<file path="src/rtl/wb8_pkg.sv">
// Shared definitions for the 8-bit Wishbone initiator: FSM encoding and timeout defaults.
package wb8_pkg;

    typedef enum logic [1:0] {
        ST_IDLE = 2'd0,
        ST_BUS  = 2'd1,
        ST_GAP  = 2'd2,
        ST_RESP = 2'd3
    } wb8_state_e;

    localparam int DEFAULT_TIMEOUT_CYCLES = 15;
    localparam int CNT_WIDTH              = 8;

endpackage

</file>
<file path="src/rtl/wb8_initiator.sv">
// Single-transaction Wishbone classic initiator: valid/ready command in, one bus cycle,
// then a held response (read data or timeout error) on a valid/ready response port.
module wb8_initiator
    import wb8_pkg::*;
#(
    parameter int ADDR_WIDTH     = 8,
    parameter int TIMEOUT_CYCLES = DEFAULT_TIMEOUT_CYCLES
) (
    input  logic                  I_wb_clk,
    input  logic                  I_reset,
    input  logic                  I_cmd_valid,
    output logic                  O_cmd_ready,
    input  logic                  I_cmd_we,
    input  logic [ADDR_WIDTH-1:0] I_cmd_adr,
    input  logic [7:0]            I_cmd_dat,
    output logic                  O_rsp_valid,
    input  logic                  I_rsp_ready,
    output logic [7:0]            O_rsp_dat,
    output logic                  O_rsp_err,
    output logic                  O_wb_cyc,
    output logic                  O_wb_stb,
    output logic                  O_wb_we,
    output logic [ADDR_WIDTH-1:0] O_wb_adr,
    output logic [7:0]            O_wb_dat,
    input  logic                  I_wb_ack,
    input  logic [7:0]            I_wb_dat
);

    // Abort decision is taken in the BUS cycle whose counter value is TIMEOUT_CYCLES-1,
    // so STB is high for exactly TIMEOUT_CYCLES cycles.
    localparam logic [CNT_WIDTH-1:0] TIMEOUT_LAST = CNT_WIDTH'(TIMEOUT_CYCLES - 1);

    wb8_state_e            state, state_next;
    logic [CNT_WIDTH-1:0]  tmo_cnt, tmo_cnt_next;
    logic                  cmd_fire, ack_seen, tmo_hit;

    logic                  cmd_ready_next, rsp_valid_next, rsp_err_next;
    logic [7:0]            rsp_dat_next, wb_dat_next;
    logic                  wb_cyc_next, wb_stb_next, wb_we_next;
    logic [ADDR_WIDTH-1:0] wb_adr_next;

    assign cmd_fire = I_cmd_valid && O_cmd_ready;
    assign ack_seen = I_wb_ack && O_wb_stb;
    assign tmo_hit  = (tmo_cnt >= TIMEOUT_LAST);

    // NOTE: sequential state uses non-blocking assignments so every register samples
    // the pre-edge values, independent of statement order.
    always_ff @(posedge I_wb_clk) begin
        if (I_reset) begin
            state       <= ST_IDLE;
            tmo_cnt     <= '0;
            O_cmd_ready <= 1'b0;
            O_rsp_valid <= 1'b0;
            O_rsp_dat   <= 8'h00;
            O_rsp_err   <= 1'b0;
            O_wb_cyc    <= 1'b0;
            O_wb_stb    <= 1'b0;
            O_wb_we     <= 1'b0;
            O_wb_adr    <= '0;
            O_wb_dat    <= 8'h00;
        end else begin
            state       <= state_next;
            tmo_cnt     <= tmo_cnt_next;
            O_cmd_ready <= cmd_ready_next;
            O_rsp_valid <= rsp_valid_next;
            O_rsp_dat   <= rsp_dat_next;
            O_rsp_err   <= rsp_err_next;
            O_wb_cyc    <= wb_cyc_next;
            O_wb_stb    <= wb_stb_next;
            O_wb_we     <= wb_we_next;
            O_wb_adr    <= wb_adr_next;
            O_wb_dat    <= wb_dat_next;
        end
    end

    always_comb begin
        state_next = state;
        case (state)
            ST_IDLE: if (cmd_fire)             state_next = ST_BUS;
            ST_BUS:  if (ack_seen || tmo_hit)  state_next = ST_GAP;
            ST_GAP:                            state_next = ST_RESP;
            ST_RESP: if (I_rsp_ready)          state_next = ST_IDLE;
            default:                           state_next = ST_IDLE;
        endcase
    end

    // NOTE: every signal driven here gets a default first, so no path can infer a latch.
    always_comb begin
        tmo_cnt_next   = tmo_cnt;
        rsp_dat_next   = O_rsp_dat;
        rsp_err_next   = O_rsp_err;
        wb_cyc_next    = O_wb_cyc;
        wb_stb_next    = O_wb_stb;
        wb_we_next     = O_wb_we;
        wb_adr_next    = O_wb_adr;
        wb_dat_next    = O_wb_dat;
        cmd_ready_next = (state_next == ST_IDLE);
        rsp_valid_next = (state_next == ST_RESP);

        case (state)
            ST_IDLE: begin
                if (cmd_fire) begin
                    wb_we_next   = I_cmd_we;
                    wb_adr_next  = I_cmd_adr;
                    wb_dat_next  = I_cmd_dat;
                    wb_cyc_next  = 1'b1;
                    wb_stb_next  = 1'b1;
                    tmo_cnt_next = '0;
                end
            end
            ST_BUS: begin
                // ACK takes priority over a timeout reached in the same cycle.
                if (ack_seen) begin
                    rsp_dat_next = O_wb_we ? 8'h00 : I_wb_dat;
                    rsp_err_next = 1'b0;
                    wb_cyc_next  = 1'b0;
                    wb_stb_next  = 1'b0;
                end else if (tmo_hit) begin
                    rsp_dat_next = 8'h00;
                    rsp_err_next = 1'b1;
                    wb_cyc_next  = 1'b0;
                    wb_stb_next  = 1'b0;
                end else if (tmo_cnt != '1) begin
                    tmo_cnt_next = tmo_cnt + 1'b1;
                end
            end
            default: ;
        endcase
    end

endmodule
</file>
<file path="config.mk">
export PLATFORM = sky130hd
export DESIGN_NAME = wb8_initiator
export DESIGN_NICKNAME = d
export VERILOG_FILES = /design/src/rtl/wb8_pkg.sv /design/src/rtl/wb8_initiator.sv
export SDC_FILE = /design/constraint.sdc
export NUM_CORES = 1
export LEC_CHECK = 0
export CORE_MARGIN = 3
export CORE_UTILIZATION = 38
export CTS_CLUSTER_DIAMETER = 30
export DETAILED_ROUTE_END_ITERATION = 8
export PLACE_DENSITY = 0.75
export SLEW_MARGIN = 20
export SYNTH_ARGS = -nofsm -noshare
export SYNTH_HDL_FRONTEND = slang
export SYNTH_SLANG_ARGS = --single-unit
</file>
<file path="constraint.sdc">
create_clock -name I_wb_clk -period 1.5 [get_ports I_wb_clk]
set_input_delay 0.15 -clock I_wb_clk [delete_from_list [all_inputs] [get_ports I_wb_clk]]
set_output_delay 0.15 -clock I_wb_clk [all_outputs]
set_load 0.01 [all_outputs]
</file>
==> results of run 1 <==
layout make-up:
| cell class | count | area (µm²) | area share, % |
|---|---|---|---|
| Sequential cell | 39 | 782 | 34.1 |
| Tap cell | 46 | 57.6 | 2.51 |
| Multi-Input combinational cell | 106 | 669 | 29.2 |
| Clock buffer | 6 | 72.6 | 3.16 |
| Inverter | 1 | 3.75 | 0.163 |
| Timing Repair Buffer | 75 | 711 | 31.0 |
metal layers:
| layer | vias up | share of wire (%) |
|---|---|---|
| met5 | - | 0 |
| met4 | 0 | 2.0 |
| met3 | 8 | 5.5 |
| met2 | 29 | 50 |
| met1 | 610 | 42 |
| li1 | 679 | - |
power by group through the flow:
stage	registers (mW)	clock network (mW)	logic, mW
floorplan	1.14	0	0.124
detailed placement	1.12	0	0.337
finish	1.10	0.643	0.347
global placement	1.12	0	0.329
CTS	1.10	0.658	0.341
global route	1.11	0.703	0.379
per-stage QoR:
stage / setup TNS, ns / area [µm²] / hold WS (ns)
final: 0 / 2300 / 0.403
after global routing: -0.0672 / 2300 / 0.401
after CTS: 0 / 2260 / 0.402
after detailed placement: -0.715 / 2170 / 0.452
after global placement: 0 / 2170 / 0.442
after floorplan: 0 / 1450 / 0.276
worst min path at each step:
stage | slack, ns | startpoint | depth (start not counted) | end
floorplan | 0.28 | I_wb_dat[0] | 1 | O_rsp_dat[0]
global placement | 0.44 | O_wb_adr[3] | 2 | O_wb_adr[3]
detailed placement | 0.45 | O_wb_adr[7] | 2 | O_wb_adr[7]
CTS | 0.40 | I_cmd_adr[7] | 3 | O_wb_adr[7]
global route | 0.40 | I_cmd_adr[4] | 3 | O_wb_adr[4]
finish | 0.40 | I_cmd_adr[4] | 3 | O_wb_adr[4]
sequential cells by signal (all words and copies together) (netlist names), 2 cells and up:
register,flops
O_wb_adr,8
state,2
O_wb_dat,8
O_rsp_dat,8
tmo_cnt,8
layout by cell type, fill, tap and decap left out, types with 2 or more instances in the layout:
master,instances
o21ai_0,2
nor4_4,2
nand4_1,2
o21a_1,2
a22o_1,8
and2_1,2
clkbuf_8,5
nor2_1,6
nor3b_1,2
clkdlybuf4s50_1,59
nor2_4,2
nand3_1,3
a21oi_1,21
buf_4,16
nand2_1,39
dfxtp_1,38
cells by family (layout without fill, tap and decap cells):
kind of cell	Yosys count	after routing
buffers and inverters	9	82
AOI/OAI and AO/OA	37	37
adders and majority gates	2	2
and+or+nand+nor	66	67
DFF	39	39
timing repair:
item,4_1_cts,5_1_grt
gates cloned,0,1
setup endpoints to repair,14,15
setup buffers,1,3
pin swaps,2,10
endpoints found under the hold margin,0,0
resized for setup,2,3
worst max-delay path: cells and delay by family, from the launching register on:
family          cells  cell delay, ns
compound gates      2            0.35
buf+inv             3            0.38
simple gates        2            0.18
flops               1            0.32
fa+ha+maj           1            0.15
==> reports/qor.csv, run 1 <==
stage,metric,value,unit
status,outcome,completed,
floorplanning,rows,21,
power,ir_drop,665,µV
timing,slew_viol_final,0,
placed_design,dp_slack,-0.0833,ns
detailed_routing,vias,1326,
setup_path,crit_end,O_rsp_err,
layout,n_antenna_cell,0,
logic_synthesis,synth_cells,153,
global_route,groute.usage.overall,18.5,%
detailed_routing,dr.pass1.iters,4,
timing,period_share,97.3,%
clock_tree,clk_pin_slew,0.07,ns
logic_synthesis,synth.area.top_cells,"dfxtp_1 54%, nand2_1 10%, a21oi_1 7.2%, a22o_1 4.8%, nor4_4 2.9%",
setup_path,reg2reg_to,O_rsp_err,
power,pwr-share-comb,16.6,%
setup_path,rrSetupSlack,0.04,ns
power,p_leak,0.845,nW
logic_synthesis,synthTopCellsByCount,"39 x dfxtp_1, 39 x nand2_1, 21 x a21oi_1, 8 x a22o_1, 6 x nor2_1",
power,switching_share,24.3,%
setup_path,slowest_stage,dfxtp_2,
detailed_routing,route.detailed.drc,0,
logic_synthesis,yosysWarnings,0,
setup_path,crit_start,tmo_cnt[0],
clock_tree,hold_buffers,0,
power,share_seq_of_total_power,52.7,%
setup_path,r2r-start,tmo_cnt[0],
timing,skew,0.00521,ns
setup_path,crit_top_cell,buf_4,
logic_synthesis,synth-seq-area-share,53.7,%
global_route,grt_util_met3,5.58,%
detailed_routing,ant_nets,0,
timing,worstMarginPinSlew,0.462,ns
clock_tree,htree_levels,2,
logic_synthesis,ys_seq_elements,39,
logic_synthesis,yosys-mux-area-fraction,0,%
setup_path,cp.arrival,1.67,ns
detailed_routing,wl_per_cell,13.9,µm
logic_synthesis,synth-xor-area-share,0,%
placed_design,io_buffer_count,59,
power,clockPowerShare,30.7,%
placed_design,dp.cells,262,
global_route,met2_usage,31.3,%
detailed_routing,drt-initial-drc-count,66,
layout,post-route-util,65.7,%
logic_synthesis,syn-num-nets,185,
power,p_sw,0.508,mW
clock_tree,cts_tree,built,
global_route,grt_pass1_wl,6.26,mm
clock_tree,cts_buffers,5,
layout,drive_gt1_share,15.0,%
clock_tree,cts_buffer_depth,2,
timing,fin_ws,0.0410,ns
logic_synthesis,async_flop_share,0,%
global_route,antenna_found_initial,0,
logic_synthesis,synth_top_family_by_area,simple AND/OR/NAND/NOR gates,
layout,stdcell_count,273,
clock_tree,cts-root-buf,clkbuf_8,
global_route,grt_max_degree,19,
clock_tree,numClockSinks,39,
clock_tree,clock_latency,0.29,ns
timing,rsz0062_at_grt,true,
timing,slew_headroom,69.0,%
min_path,hold_class,input pin to flop,
placed_design,dpl.hpwl,2.90,mm
global_route,top_usage_layer,met2,
detailed_routing,routed_wl,3.79,mm
setup_path,cp_max_fo,4,
setup_path,endpoint_kind,flop,
setup_path,worstPathRequired,1.71,ns
detailed_routing,viasPerCell,4.86,
timing,setup_viol,0,
placed_design,gp_congestion,0.807,
global_route,grt_pass1_vias,1313,
power,cellInternalPower,1.58,mW
floorplanning,core-area,3490,µm²
layout,layout.nets,260,
setup_path,cp_cell_sequence,"inv_2, ha_2, o211ai_1, buf_4, a31oi_4, buf_4, nor2_1, nor3_1",
power,power_density,911,nW/µm²
timing,hold_violations,0,
logic_synthesis,synth_compound_gate_area_share,16.7,%
layout,fill_cells,289,
layout,syn_to_final_growth,58.1,%
logic_synthesis,synth-simple-area-share,25.1,%
power,power,2.09,mW
logic_synthesis,synth_top_area_cell,dfxtp_1,
timing,fmax,0.685,GHz
floorplanning,dieHeight,67.8,µm
logic_synthesis,synth_cell_types,32,
floorplanning,dieArea,4600,µm²
logic_synthesis,synthFlopType,dfxtp_1,
timing,min_period,1.46,ns
floorplanning,dieWidth,67.8,µm
setup_path,cp_slowest_stage_delay,0.32,ns
floorplanning,initial_core_util,41.6,%
logic_synthesis,synth_top_area_share,53.7,%
logic_synthesis,synth-adder-area-share,1.72,%
logic_synthesis,avgSynthCellArea,9.49,µm²
logic_synthesis,syn_area,1450,µm²
setup_path,crit_path_start_kind,flop,
global_route,grt_overflow,0,
run,drv_cap,0,
logic_synthesis,synth_edf_count,0,
setup_path,worstRegToRegCells,8,
floorplanning,pin_count,60,
global_route,use_met1,21.3,%
setup_path,crit_type,flop to flop,
No activity file was read; power rests on OpenSTA's default activity.
==> run 2: changes to the inputs <==
CORE_UTILIZATION = 42   (was 38)
CTS_CLUSTER_DIAMETER = 80   (was 30)
PLACE_DENSITY = 0.79   (was 0.75)
clock period = 1.67 ns   (was 1.5 ns; I/O delays follow)
==> run 2 against run 1 <==
  * Clock power decreased by 15%
  * Clock skew grew 0.0013 ns
  * Register-to-register slack better by 0.04 ns
  * Sequential cell count is the same
  * Critical path depth is 1 lower
  * Critical path type unchanged
  * Largest cell class unchanged
  * Power fell by 12%
  * Largest power group unchanged
==> reports/qor.csv, run 2 (synthesized netlist as in run 1, its figures left out) <==
stage,metric,value,unit,change
setup_path,reg2reg_to,tmo_cnt[1],,was O_rsp_err
detailed_routing,drt-initial-drc-count,74,,was 66
clock_tree,numClockSinks,39,,unchanged
clock_tree,cts_buffer_depth,2,,unchanged
floorplanning,dieWidth,64.8,µm,was 67.8 µm
clock_tree,htree_levels,2,,unchanged
layout,layout_common_cells,"59 x clkdlybuf4s50_1, 39 x nand2_1, 38 x dfxtp_1, 21 x a21oi_1, 8 x a22o_1",,"was 59 x clkdlybuf4s50_1, 39 x nand2_1, 38 x dfxtp_1, 21 x a21oi_1, 16 x buf_4"
clock_tree,cts_tree,built,,unchanged
global_route,grt_overflow,0,,unchanged
global_route,grt_max_degree,19,,unchanged
placed_design,dp.cells,253,,was 262
min_path,hold_depth,3,,unchanged
clock_tree,cts-root-buf,clkbuf_4,,was clkbuf_8
placed_design,io_buffer_count,59,,unchanged
status,outcome,completed,,unchanged
setup_path,worstRegToRegCells,7,,was 8
timing,fin_ws,0.0781,ns,was 0.0410 ns
setup_path,crit_type,flop to flop,,unchanged
floorplanning,rows,20,,was 21
global_route,antenna_found_initial,0,,unchanged
placed_design,gp_congestion,0.736,,was 0.807
floorplanning,pin_count,60,,unchanged
timing,rsz0062_at_grt,false,,was true
timing,setup_tns,0,ns,unchanged
setup_path,endpoint_kind,flop,,unchanged
detailed_routing,route.detailed.drc,0,,unchanged
min_path,hp-start,I_cmd_dat[7],,was I_cmd_adr[4]
detailed_routing,viasPerCell,5.04,,was 4.86
clock_tree,cts_buffers,5,,unchanged
timing,slew_headroom,67.2,%,was 69.0%
detailed_routing,dr.pass1.iters,5,,was 4
detailed_routing,vias,1326,,unchanged
power,ir_drop,534,µV,was 665 µV
layout,stdcell_count,263,,was 273
power,power_density,830,nW/µm²,was 911 nW/µm²
setup_path,crit_start,tmo_cnt[0],,unchanged
layout,layout.nets,250,,was 260
global_route,grt_pass1_wl,6.14,mm,was 6.26 mm
setup_path,worstPathRequired,1.93,ns,was 1.71 ns
min_path,whs_endpoint,O_wb_dat[7],,was O_wb_adr[4]
detailed_routing,wl_per_cell,13.9,µm,about the same
timing,setup_viol,0,,unchanged
min_path,hold_class,input pin to flop,,unchanged
detailed_routing,ant_nets,0,,unchanged
timing,hold_violations,0,,unchanged
layout,n_antenna_cell,0,,unchanged
floorplanning,dieHeight,64.8,µm,was 67.8 µm
placed_design,dpl.hpwl,2.77,mm,was 2.90 mm
global_route,groute.usage.overall,19.1,%,was 18.5%
floorplanning,core-area,3180,µm²,was 3490 µm²
timing,slew_viol_final,0,,unchanged
setup_path,cp.arrival,1.85,ns,was 1.67 ns
clock_tree,clock_latency,0.34,ns,was 0.29 ns
layout,syn_to_final_growth,51.9,%,was 58.1%
run,drv_cap,0,,unchanged
floorplanning,dieArea,4200,µm²,was 4600 µm²
layout,final_common_cell,clkdlybuf4s50_1,,unchanged
timing,worstMarginPinSlew,0.488,ns,was 0.462 ns
timing,min_period,1.59,ns,was 1.46 ns
layout,drive_gt1_share,11.0,%,was 15.0%
clock_tree,hold_buffers,0,,unchanged
global_route,grt_pass1_vias,1352,,was 1313
placed_design,dp_slack,0.00878,ns,was -0.0833 ns
timing,period_share,95.3,%,was 97.3%
timing,skew,0.00647,ns,was 0.00521 ns
setup_path,r2r-start,tmo_cnt[0],,unchanged
clock_tree,clk_pin_slew,0.11,ns,was 0.07 ns
power,p_leak,0.797,nW,was 0.845 nW
timing,fmax,0.628,GHz,was 0.685 GHz
setup_path,crit_path_start_kind,flop,,unchanged
floorplanning,initial_core_util,45.7,%,was 41.6%
detailed_routing,routed_wl,3.66,mm,was 3.79 mm
setup_path,rrSetupSlack,0.08,ns,was 0.04 ns
setup_path,cp_max_fo,5,,was 4
## run 2: changes by cell type in the layout (fill, tap and decap cells not counted), sizes merged
cell    previous run  this run
buf               16         6
clkbuf             6         8
## run 2: worst max path at each step
stage | endpoint | cells past startpoint
floorplan | tmo_cnt[1] | 6
global route | tmo_cnt[1] | 7
CTS | O_rsp_dat[5] | 7
global placement | O_rsp_dat[2] | 6
detailed placement | O_rsp_dat[5] | 6
finish | tmo_cnt[1] | 7
## run 2: critical path, cell delays in order (launching register included)
cell,delay (ns)
dfxtp_2,0.37
inv_1,0.07
ha_1,0.20
o211ai_1,0.17
buf_4,0.16
nand4b_4,0.13
and2_4,0.22
o41ai_2,0.18
## run 2: timing repair
action                                  in CTS  in global routing
endpoints found under the hold margin        0                  0
setup buffers                                1                  0
gates cloned                                 0                  1
gates resized for setup                      0                  2
pin swaps                                    1                  1
endpoints found under the setup margin       9                 14
## run 2: through the flow
stage	power [mW]	hold slack (ns)	area (µm²)	utilization [%]
floorplan	1.13	0.293	1450	-
global placement	1.29	0.443	2110	66.5
detailed placement	1.31	0.449	2110	66.5
CTS	1.84	0.342	2190	68.9
global route	1.92	0.336	2210	69.4
finish	1.83	0.356	2210	69.4
## run 2: cell type report
type                            count  area [µm²]
Clock buffer                        8        68.8
Fill cell                         277         971
Inverter                            1        3.75
Multi-Input combinational cell    106         662
Sequential cell                    39         782
Tap cell                           44        55.1
Timing Repair Buffer               65         636
## run 2: power by group
part / internal, mW / leakage [nW] / total [mW] / switching [mW]
Combinational: 0.165 / 0.441 / 0.295 / 0.130
Clock: 0.248 / 0.0386 / 0.546 / 0.298
Sequential: 0.966 / 0.317 / 0.991 / 0.0251
Total: 1.38 / 0.797 / 1.83 / 0.453
## run 2: routing by layer
layer	GRT usage [%]	routed length [µm]	part of all wire, %	up-vias
met1	21.5	1490	41	618
met2	32.3	1840	50	42
met5	0	0	0	-
met3	7.45	289	7.9	7
met4	7.12	45	1.2	0
li1	-	-	-	659
==> run 3: changes to the inputs <==
CORE_UTILIZATION = 38   (was 42)
PLACE_DENSITY = 0.75   (was 0.79)
clock period = 1.45 ns   (was 1.67 ns; I/O delays follow)
==> run 3 against run 2 <==
  * The run now ends with negative setup slack left
  * Clock skew barely moved
  * Sequential cell count did not move
  * Routed wire length rose by 21%
  * Utilization rose by 1.4 points
  * Global-route usage barely moved
  * Cell count rose by 8.7%
  * Sequential share of layout area fell by 3.6 points
  * Final area rose by 12%
  * Setup slack got worse by 0.12 ns
  * Critical endpoint is now O_rsp_dat[2]
  * Maximum frequency rose by 6.7%
  * Clock power rose by 71%
  * First-iteration DRC count rose by 14%
  * Largest cell class is now buffers
==> reports/qor.csv, run 3 (synthesized netlist as in run 1, its figures left out) <==
stage,metric,value,unit,change
global_route,grt_overflow,0,,unchanged
timing,slew_headroom,70.2,%,was 67.2%
setup_path,worstRegToRegCells,7,,unchanged
timing,skew,0.00651,ns,was 0.00647 ns
layout,final_common_cell,clkdlybuf4s50_1,,unchanged
clock_tree,cts_tree,built,,unchanged
timing,worstMarginPinSlew,0.445,ns,was 0.488 ns
layout,stdcell_count,286,,was 263
setup_path,worstPathRequired,1.63,ns,was 1.93 ns
clock_tree,cts_buffers,5,,unchanged
placed_design,gp_congestion,0.829,,was 0.736
setup_path,endpoint_kind,flop,,unchanged
power,power_density,1010,nW/µm²,was 830 nW/µm²
clock_tree,cts-root-buf,clkbuf_8,,was clkbuf_4
floorplanning,dieWidth,67.8,µm,was 64.8 µm
layout,final_cell_area,2480,µm²,was 2210 µm²
layout,multiInputGateArea,704,µm²,was 662 µm²
floorplanning,pin_count,60,,unchanged
layout,n_antenna_cell,0,,unchanged
min_path,hold_class,input pin to flop,,unchanged
global_route,grt_pass1_vias,1382,,was 1352
layout,layout_common_cells,"59 x clkdlybuf4s50_1, 37 x dfxtp_1, 36 x nand2_1, 23 x buf_4, 15 x a21oi_1",,"was 59 x clkdlybuf4s50_1, 39 x nand2_1, 38 x dfxtp_1, 21 x a21oi_1, 8 x a22o_1"
detailed_routing,dr.pass1.iters,4,,was 5
detailed_routing,vias,1453,,was 1326
clock_tree,cts_buffer_depth,2,,unchanged
status,outcome,finished with violations,,was completed
layout,seqCellArea,788,µm²,was 782 µm²
detailed_routing,ant_nets,0,,unchanged
floorplanning,dieArea,4600,µm²,was 4200 µm²
run,drv_cap,0,,unchanged
timing,period_share,103,%,was 95.3%
min_path,hold_depth,3,,unchanged
detailed_routing,viasPerCell,5.08,,was 5.04
timing,min_period,1.49,ns,was 1.59 ns
layout,syn_to_final_growth,70.5,%,was 51.9%
clock_tree,clk_pin_slew,0.08,ns,was 0.11 ns
layout,layout.nets,271,,was 250
setup_path,r2r-start,tmo_cnt[0],,unchanged
timing,fmax,0.671,GHz,was 0.628 GHz
timing,hold_violations,0,,unchanged
placed_design,placed_cell_area,2170,µm²,was 2110 µm²
timing,setup_viol,9,,was 0
layout,fill_cells,250,,was 277
setup_path,cp.arrival,1.67,ns,was 1.85 ns
setup_path,cp_max_fo,5,,unchanged
timing,rsz0062_at_grt,true,,was false
placed_design,dpl.hpwl,2.94,mm,was 2.77 mm
floorplanning,dieHeight,67.8,µm,was 64.8 µm
detailed_routing,routed_wl,4.42,mm,was 3.66 mm
clock_tree,hold_buffers,0,,unchanged
power,p_leak,0.934,nW,was 0.797 nW
detailed_routing,wl_per_cell,15.5,µm,was 13.9 µm
setup_path,crit_type,flop to flop,,unchanged
setup_path,crit_start,tmo_cnt[0],,unchanged
floorplanning,core-area,3490,µm²,was 3180 µm²
global_route,groute.usage.overall,19.1,%,about the same
floorplanning,rows,21,,was 20
power,ir_drop,721,µV,was 534 µV
layout,drive_gt1_share,24.2,%,was 11.0%
status,violations,negative setup slack,,
global_route,grt_pass1_wl,6.47,mm,was 6.14 mm
global_route,antenna_found_initial,0,,unchanged
detailed_routing,drt-initial-drc-count,84,,was 74
clock_tree,numClockSinks,39,,unchanged
global_route,grt_max_degree,21,,was 19
setup_path,rrSetupSlack,-0.04,ns,was 0.08 ns
min_path,hp-start,I_cmd_adr[7],,was I_cmd_dat[7]
placed_design,dp.cells,262,,was 253
timing,slew_viol_final,0,,unchanged
floorplanning,initial_core_util,41.6,%,was 45.7%
detailed_routing,route.detailed.drc,0,,unchanged
setup_path,crit_path_start_kind,flop,,unchanged
placed_design,io_buffer_count,59,,unchanged
clock_tree,htree_levels,2,,unchanged
timing,fin_ws,-0.0412,ns,was 0.0781 ns
clock_tree,clock_latency,0.29,ns,was 0.34 ns
## run 3: changes by cell type in the layout (fill, tap and decap cells not counted), sizes merged
| cell | delta |
|---|---|
| buf | +21 |
| clkbuf | -2 |
| bufinv | +1 |
| clkinv | +1 |
## run 3: final timing paths
path,endpoint
min,O_wb_adr[7]
max reg2reg,O_rsp_dat[2]
min reg2reg,O_wb_dat[4]
max,O_rsp_dat[2]
## run 3: power breakdown
group | switching, mW | internal, mW | total (mW) | leakage [nW]
clock | 0.376 | 0.557 | 0.933 | 0.0612
combinational | 0.179 | 0.239 | 0.418 | 0.555
sequential | 0.0320 | 1.11 | 1.14 | 0.318
total | 0.587 | 1.91 | 2.49 | 0.934
## run 3: timing repair
action | in CTS | in global routing
resized for setup | 6 | 19
pin swaps | 12 | 7
buffers inserted | 8 | 5
setup endpoints to repair | 15 | 31
gates cloned | 1 | 2
## run 3: worst max-delay path, cell delays in order, from the launching register on
cell and delay [ns]:
dfxtp_4 0.36, inv_2 0.06, ha_2 0.15, o211ai_1 0.07, buf_4 0.16, a31oi_4 0.27, nor2_4 0.10, a22o_1 0.23
## run 3: layout make-up
| class | count | area share [%] |
|---|---|---|
| repair buffers | 86 | 32.5 |
| clock inverters | 2 | 1.41 |
| well taps | 46 | 2.32 |
| multi-input cells | 106 | 28.4 |
| clock buffers | 6 | 3.33 |
| flip-flops and latches | 39 | 31.8 |
| inverters | 1 | 0.152 |
## run 3: stage by stage
step	utilization, %	setup TNS (ns)	hold WS, ns	total power, mW	setup WS, ns
floorplan	-	0	0.271	1.31	0.00147
global placement	62.1	-0.308	0.441	1.50	-0.0382
detailed placement	62.1	-0.974	0.449	1.52	-0.101
CTS	67.8	-0.212	0.400	2.46	-0.0435
global route	70.9	-1.11	0.400	2.59	-0.0911
finish	70.9	-0.216	0.404	2.49	-0.0412
## run 3: per-layer routing
layer  wire length (µm)  global-route usage (%)
met4                 74                    8.19
met2               2390                    34.8
met3                183                    4.76
met1               1780                    20.8
met5                  0                       0
==> RTL change 1 (settings of run 2) <==
Register the output `O_rsp_err` once more, without a reset; this adds one clock of latency there. The other outputs are not delayed to match.
--- a/src/rtl/wb8_initiator.sv
+++ b/src/rtl/wb8_initiator.sv
@@ -30,6 +30,8 @@
     // so STB is high for exactly TIMEOUT_CYCLES cycles.
     localparam logic [CNT_WIDTH-1:0] TIMEOUT_LAST = CNT_WIDTH'(TIMEOUT_CYCLES - 1);
 
+    logic O_rsp_err_s0;
+
     wb8_state_e            state, state_next;
     logic [CNT_WIDTH-1:0]  tmo_cnt, tmo_cnt_next;
     logic                  cmd_fire, ack_seen, tmo_hit;
@@ -52,7 +54,7 @@
             O_cmd_ready <= 1'b0;
             O_rsp_valid <= 1'b0;
             O_rsp_dat   <= 8'h00;
-            O_rsp_err   <= 1'b0;
+            O_rsp_err_s0 <= 1'b0;
             O_wb_cyc    <= 1'b0;
             O_wb_stb    <= 1'b0;
             O_wb_we     <= 1'b0;
@@ -64,7 +66,7 @@
             O_cmd_ready <= cmd_ready_next;
             O_rsp_valid <= rsp_valid_next;
             O_rsp_dat   <= rsp_dat_next;
-            O_rsp_err   <= rsp_err_next;
+            O_rsp_err_s0 <= rsp_err_next;
             O_wb_cyc    <= wb_cyc_next;
             O_wb_stb    <= wb_stb_next;
             O_wb_we     <= wb_we_next;
@@ -88,7 +90,7 @@
     always_comb begin
         tmo_cnt_next   = tmo_cnt;
         rsp_dat_next   = O_rsp_dat;
-        rsp_err_next   = O_rsp_err;
+        rsp_err_next   = O_rsp_err_s0;
         wb_cyc_next    = O_wb_cyc;
         wb_stb_next    = O_wb_stb;
         wb_we_next     = O_wb_we;
@@ -128,4 +130,8 @@
         endcase
     end
 
+    always_ff @(posedge I_wb_clk) begin
+        O_rsp_err <= O_rsp_err_s0;
+    end
+
 endmodule
Formal check against the unedited RTL: same outputs for any inputs over 10 cycles, from zero or initial values and one cycle with I_reset high; that may be too few to reach the edited logic, so the function may still have changed.
==> RTL change 1 against run 2 <==
Via count up 7.0%. Area after synthesis up 8.2%. Critical path type unchanged. Highest routed layer unchanged. Wire length up 14%. Worst hold slack better by 0.0064 ns. Combinational power up 9.2%. Sequential cell count up 1. Total power up 5.2%. Setup slack better by 0.023 ns. Final area up 5.6%.
==> RTL change 1: results (changes against run 2) <==
Synth
  – Post-synthesis compound-gate area fraction: 0.194 (+0.0272)
  – Adder-Cell Fraction of Synth Area: 0.0159 (-0.00130)
  – Synth area leaders: dfxtp_1, nand2_1, a21oi_1
  – Unique masters post-synth: 35 (+9.4%)
  – Net count after synthesis: 188 (+1.6%)
  – Post-synthesis mux area share: 0.0191 (+0.0191)

Power and ir drop
  – Pleak: 0.858 nW (+7.8%)
  – P_sw: 0.000474 W (+4.6%)

Timing
  – Rel. slew slack: 0.676 (+0.00319)
  – Clock Skews: 0.00543 ns (-0.00104 ns)

Drt
  – Vias/cell: 5.29 (+5.0%)
  – Initial drt markers: 71 (-4.1%)
  – First-pass iteration count of the detailed router: 4 (-1)
  – Wire length per cell: 15.6 um (+12%)

Worst setup path
  – Worst-path fanout max: 7 (+2)
  – CP Capture Point: tmo_cnt[0]
  – Reg2reg setup slack: 0.10 ns (+0.02 ns)
  – Setup crit start: tmo_cnt[4]
  – Top cell family by delay on the critical path: simple AND/OR/NAND/NOR gates
  – Worst R2R Path Depth: 3 (-4)

Global route
  – Vias in the first global route: 1470 (+8.7%)
  – Largest net degree at the start of global routing: 21 (+2)
  – First-pass GRT wire length: 6.80 mm (+11%)
  – GRT Total Usage: 0.204 (+0.0136)

Final layout
  – Nets: 254 (+1.6%)
  – Fillers: 303 (+9.4%)
  – Final core occ: 0.672 (-0.0224)
  – Layout cell share with drive strength beyond 1: 0.140 (+0.0301)

Outcome
  – Status: finished, final reports clean

Placement
  – Post-DP HPWL: 3.18 mm (+15%)

Clocking
  – Worst-Skew Late Latency: 0.29 ns (-0.05 ns)

Hold path
  – Hold Crit Class: reg -> reg
  – Hold path cells: 0 (-3)
==> RTL change 1: kinds of logic after synthesis <==
group / count (synthesis)
muxes: 2
buffers and inverters: 13
DFF: 40
and+or+nand+nor: 62
adders and majority gates: 2
AOI/OAI and AO/OA: 37
==> RTL change 1: what timing repair did <==
item,4_1_cts,5_1_grt
resized for setup,0,1
cloned,0,0
setup endpoints to repair,2,3
setup buffers,2,0
pin swaps,2,0
==> RTL change 1: per-layer routing <==
layer	share of wire	vias up	global-route usage
met1	0.40	684	0.249
met5	0	-	0
met2	0.54	42	0.344
met3	0.043	7	0.0499
li1	-	686	-
met4	0.020	0	0.0835
==> RTL change 1: power by group through the flow <==
stage	Combinational (W)	Sequential, W	Clock, W
3_3_place_gp	0.000305	0.00103	0
4_1_cts	0.000323	0.00101	0.000608
2_1_floorplan	0.000126	0.00105	0
6_report	0.000322	0.00101	0.000591
3_5_place_dp	0.000315	0.00104	0
5_1_grt	0.000348	0.00102	0.000645
==> RTL change 1: area by class of cell <==
type                    count  share of cell area
multi-input cells         103               0.302
well taps                  46              0.0247
inverters                   3             0.00483
clock inverters             1             0.00215
repair buffers             69               0.291
clock buffers               6              0.0311
flip-flops and latches     40               0.344
==> RTL change 1: worst min path at each step <==
stage | from | end | slack [ns]
after floorplan | I_wb_dat[0] | O_rsp_dat[0] | 0.29
after global placement | O_rsp_err_s0 | O_rsp_err | 0.34
after detailed placement | O_rsp_err_s0 | O_rsp_err | 0.36
after CTS | O_rsp_err_s0 | O_rsp_err | 0.36
after global routing | O_rsp_err_s0 | O_rsp_err | 0.38
final | O_rsp_err_s0 | O_rsp_err | 0.36
==> RTL change 1: through the flow <==
step           setup slack (ns)  cells
2_1_floorplan             0.155    156
3_3_place_gp              0.116    259
3_5_place_dp           -0.00894    259
4_1_cts                  0.0598    268
5_1_grt                  0.0270    268
6_report                  0.101    268
==> RTL change 2 (flow settings as in run 2) <==
Made on the original files. `ADDR_WIDTH`: 8 -> 7.
--- a/src/rtl/wb8_initiator.sv
+++ b/src/rtl/wb8_initiator.sv
@@ -3,7 +3,7 @@
 module wb8_initiator
     import wb8_pkg::*;
 #(
-    parameter int ADDR_WIDTH     = 8,
+    parameter int ADDR_WIDTH     = 7,
     parameter int TIMEOUT_CYCLES = DEFAULT_TIMEOUT_CYCLES
 ) (
     input  logic                  I_wb_clk,
Ports: changed (resized I_cmd_adr and O_wb_adr); port bits go from 60 to 58. No check against the original RTL was run, so the function may have changed too.
==> RTL change 2 against run 2 <==
Final area is 3.5% lower. First-iteration DRC count grew 4.1%. Setup slack improved by 0.054 ns. Utilization decreased by 1.3 points. Total power fell by 6.3%. Count of clock-buffer cells in the layout decreased by 2. Wire length fell by 4.2%. Sequential cell count down 1. Area after synthesis down 3.0%. Critical path type unchanged. Largest power group unchanged. Highest routed layer unchanged.
==> RTL change 2: results (changes against run 2) <==
Synth
  – Post-synthesis sequential area ratio: 0.540 (+0.00250)
  – Synth area leaders: dfxtp_1, nand2_1, a21oi_1
  – Share of the synthesized area in the top cell type: 0.540 (+0.00250)
  – Adder-Cell Fraction of Synth Area: 0.0178 (+0.000535)
  – Net count after synthesis: 182 (-1.6%)
  – Post-synthesis compound-gate area fraction: 0.166 (-0.00102)
  – Post-synthesis mux area share: 0.00799 (+0.00799)

Global route
  – Grt met3 use: 0.0721 (-0.00247)
  – First-pass GRT wire length: 5.78 mm (-5.8%)
  – Largest net degree at the start of global routing: 17 (-2)
  – Grt met1 use: 0.207 (-0.00705)

Outcome
  – Status: finished, final reports clean

Drt
  – First-pass iteration count of the detailed router: 4 (-1)
  – Initial drt markers: 77 (+4.1%)
  – Vias/cell: 4.87 (-3.4%)
  – WL met3: 261 um (-9.7%)
  – WL final: 3.51 mm (-4.2%)

Timing
  – Hold Slack: 0.353 ns (-0.00327 ns)
  – Slew @ Worst Pin: 0.500 ns (+0.0126 ns)
  – Clock Skews: 0.00390 ns (-0.00258 ns)

Placement
  – Final Wtd Congestion: 0.766 (+4.0%)
  – Post-DP HPWL: 2.64 mm (-5.0%)
  – Post-Place Worst Slack: 0.000513 ns (-0.00827 ns)
  – Area post-placement: 2050 um2 (-3.1%)

Hold path
  – Hold_sp: I_cmd_adr[4]

Power and ir drop
  – Combinational share of power: 0.165 (+0.004)
  – Pleak: 0.760 nW (-4.6%)
  – Internal: 0.00129 W (-6.4%)
  – Power Total: 0.00172 W (-6.3%)
  – Worst VDD drop: 0.000443 V (-17%)
  – Sequential share of power: 0.563 (+0.022)

Worst setup path
  – Worst-path fanout max: 3 (-2)
  – Worst Path Arrival: 1.83 ns (-0.02 ns)

Final layout
  – Layout cell share with drive strength beyond 1: 0.0981 (-0.0115)
  – Fillers: 259 (-6.5%)
## RTL change 2: cell count changes after synthesis, moves of 2 or more
cell / delta
nor2b_1: +2
nand3_1: -2
nand4_1: +2
buf_2: +2
nor3b_1: -2
o21ai_1: +3
## RTL change 2: worst max path at each step
stage	cells past startpoint	slack [ns]	endpoint	startpoint
after global placement	6	0.09	tmo_cnt[1]	tmo_cnt[0]
after detailed placement	6	0.0005	O_rsp_dat[5]	tmo_cnt[0]
after CTS	7	0.07	O_rsp_dat[5]	tmo_cnt[0]
after global routing	7	0.02	tmo_cnt[1]	tmo_cnt[0]
after floorplan	6	0.21	tmo_cnt[1]	tmo_cnt[0]
final	7	0.13	tmo_cnt[1]	tmo_cnt[0]
## RTL change 2: final cells by class
cell class                      count  area [um2]  share of cell area
Clock buffer                        6        51.3              0.0241
Multi-Input combinational cell    105         636               0.298
Tap cell                           44        55.1              0.0258
Sequential cell                    38         762               0.358
Timing Repair Buffer               64         623               0.292
Inverter                            1        3.75             0.00176
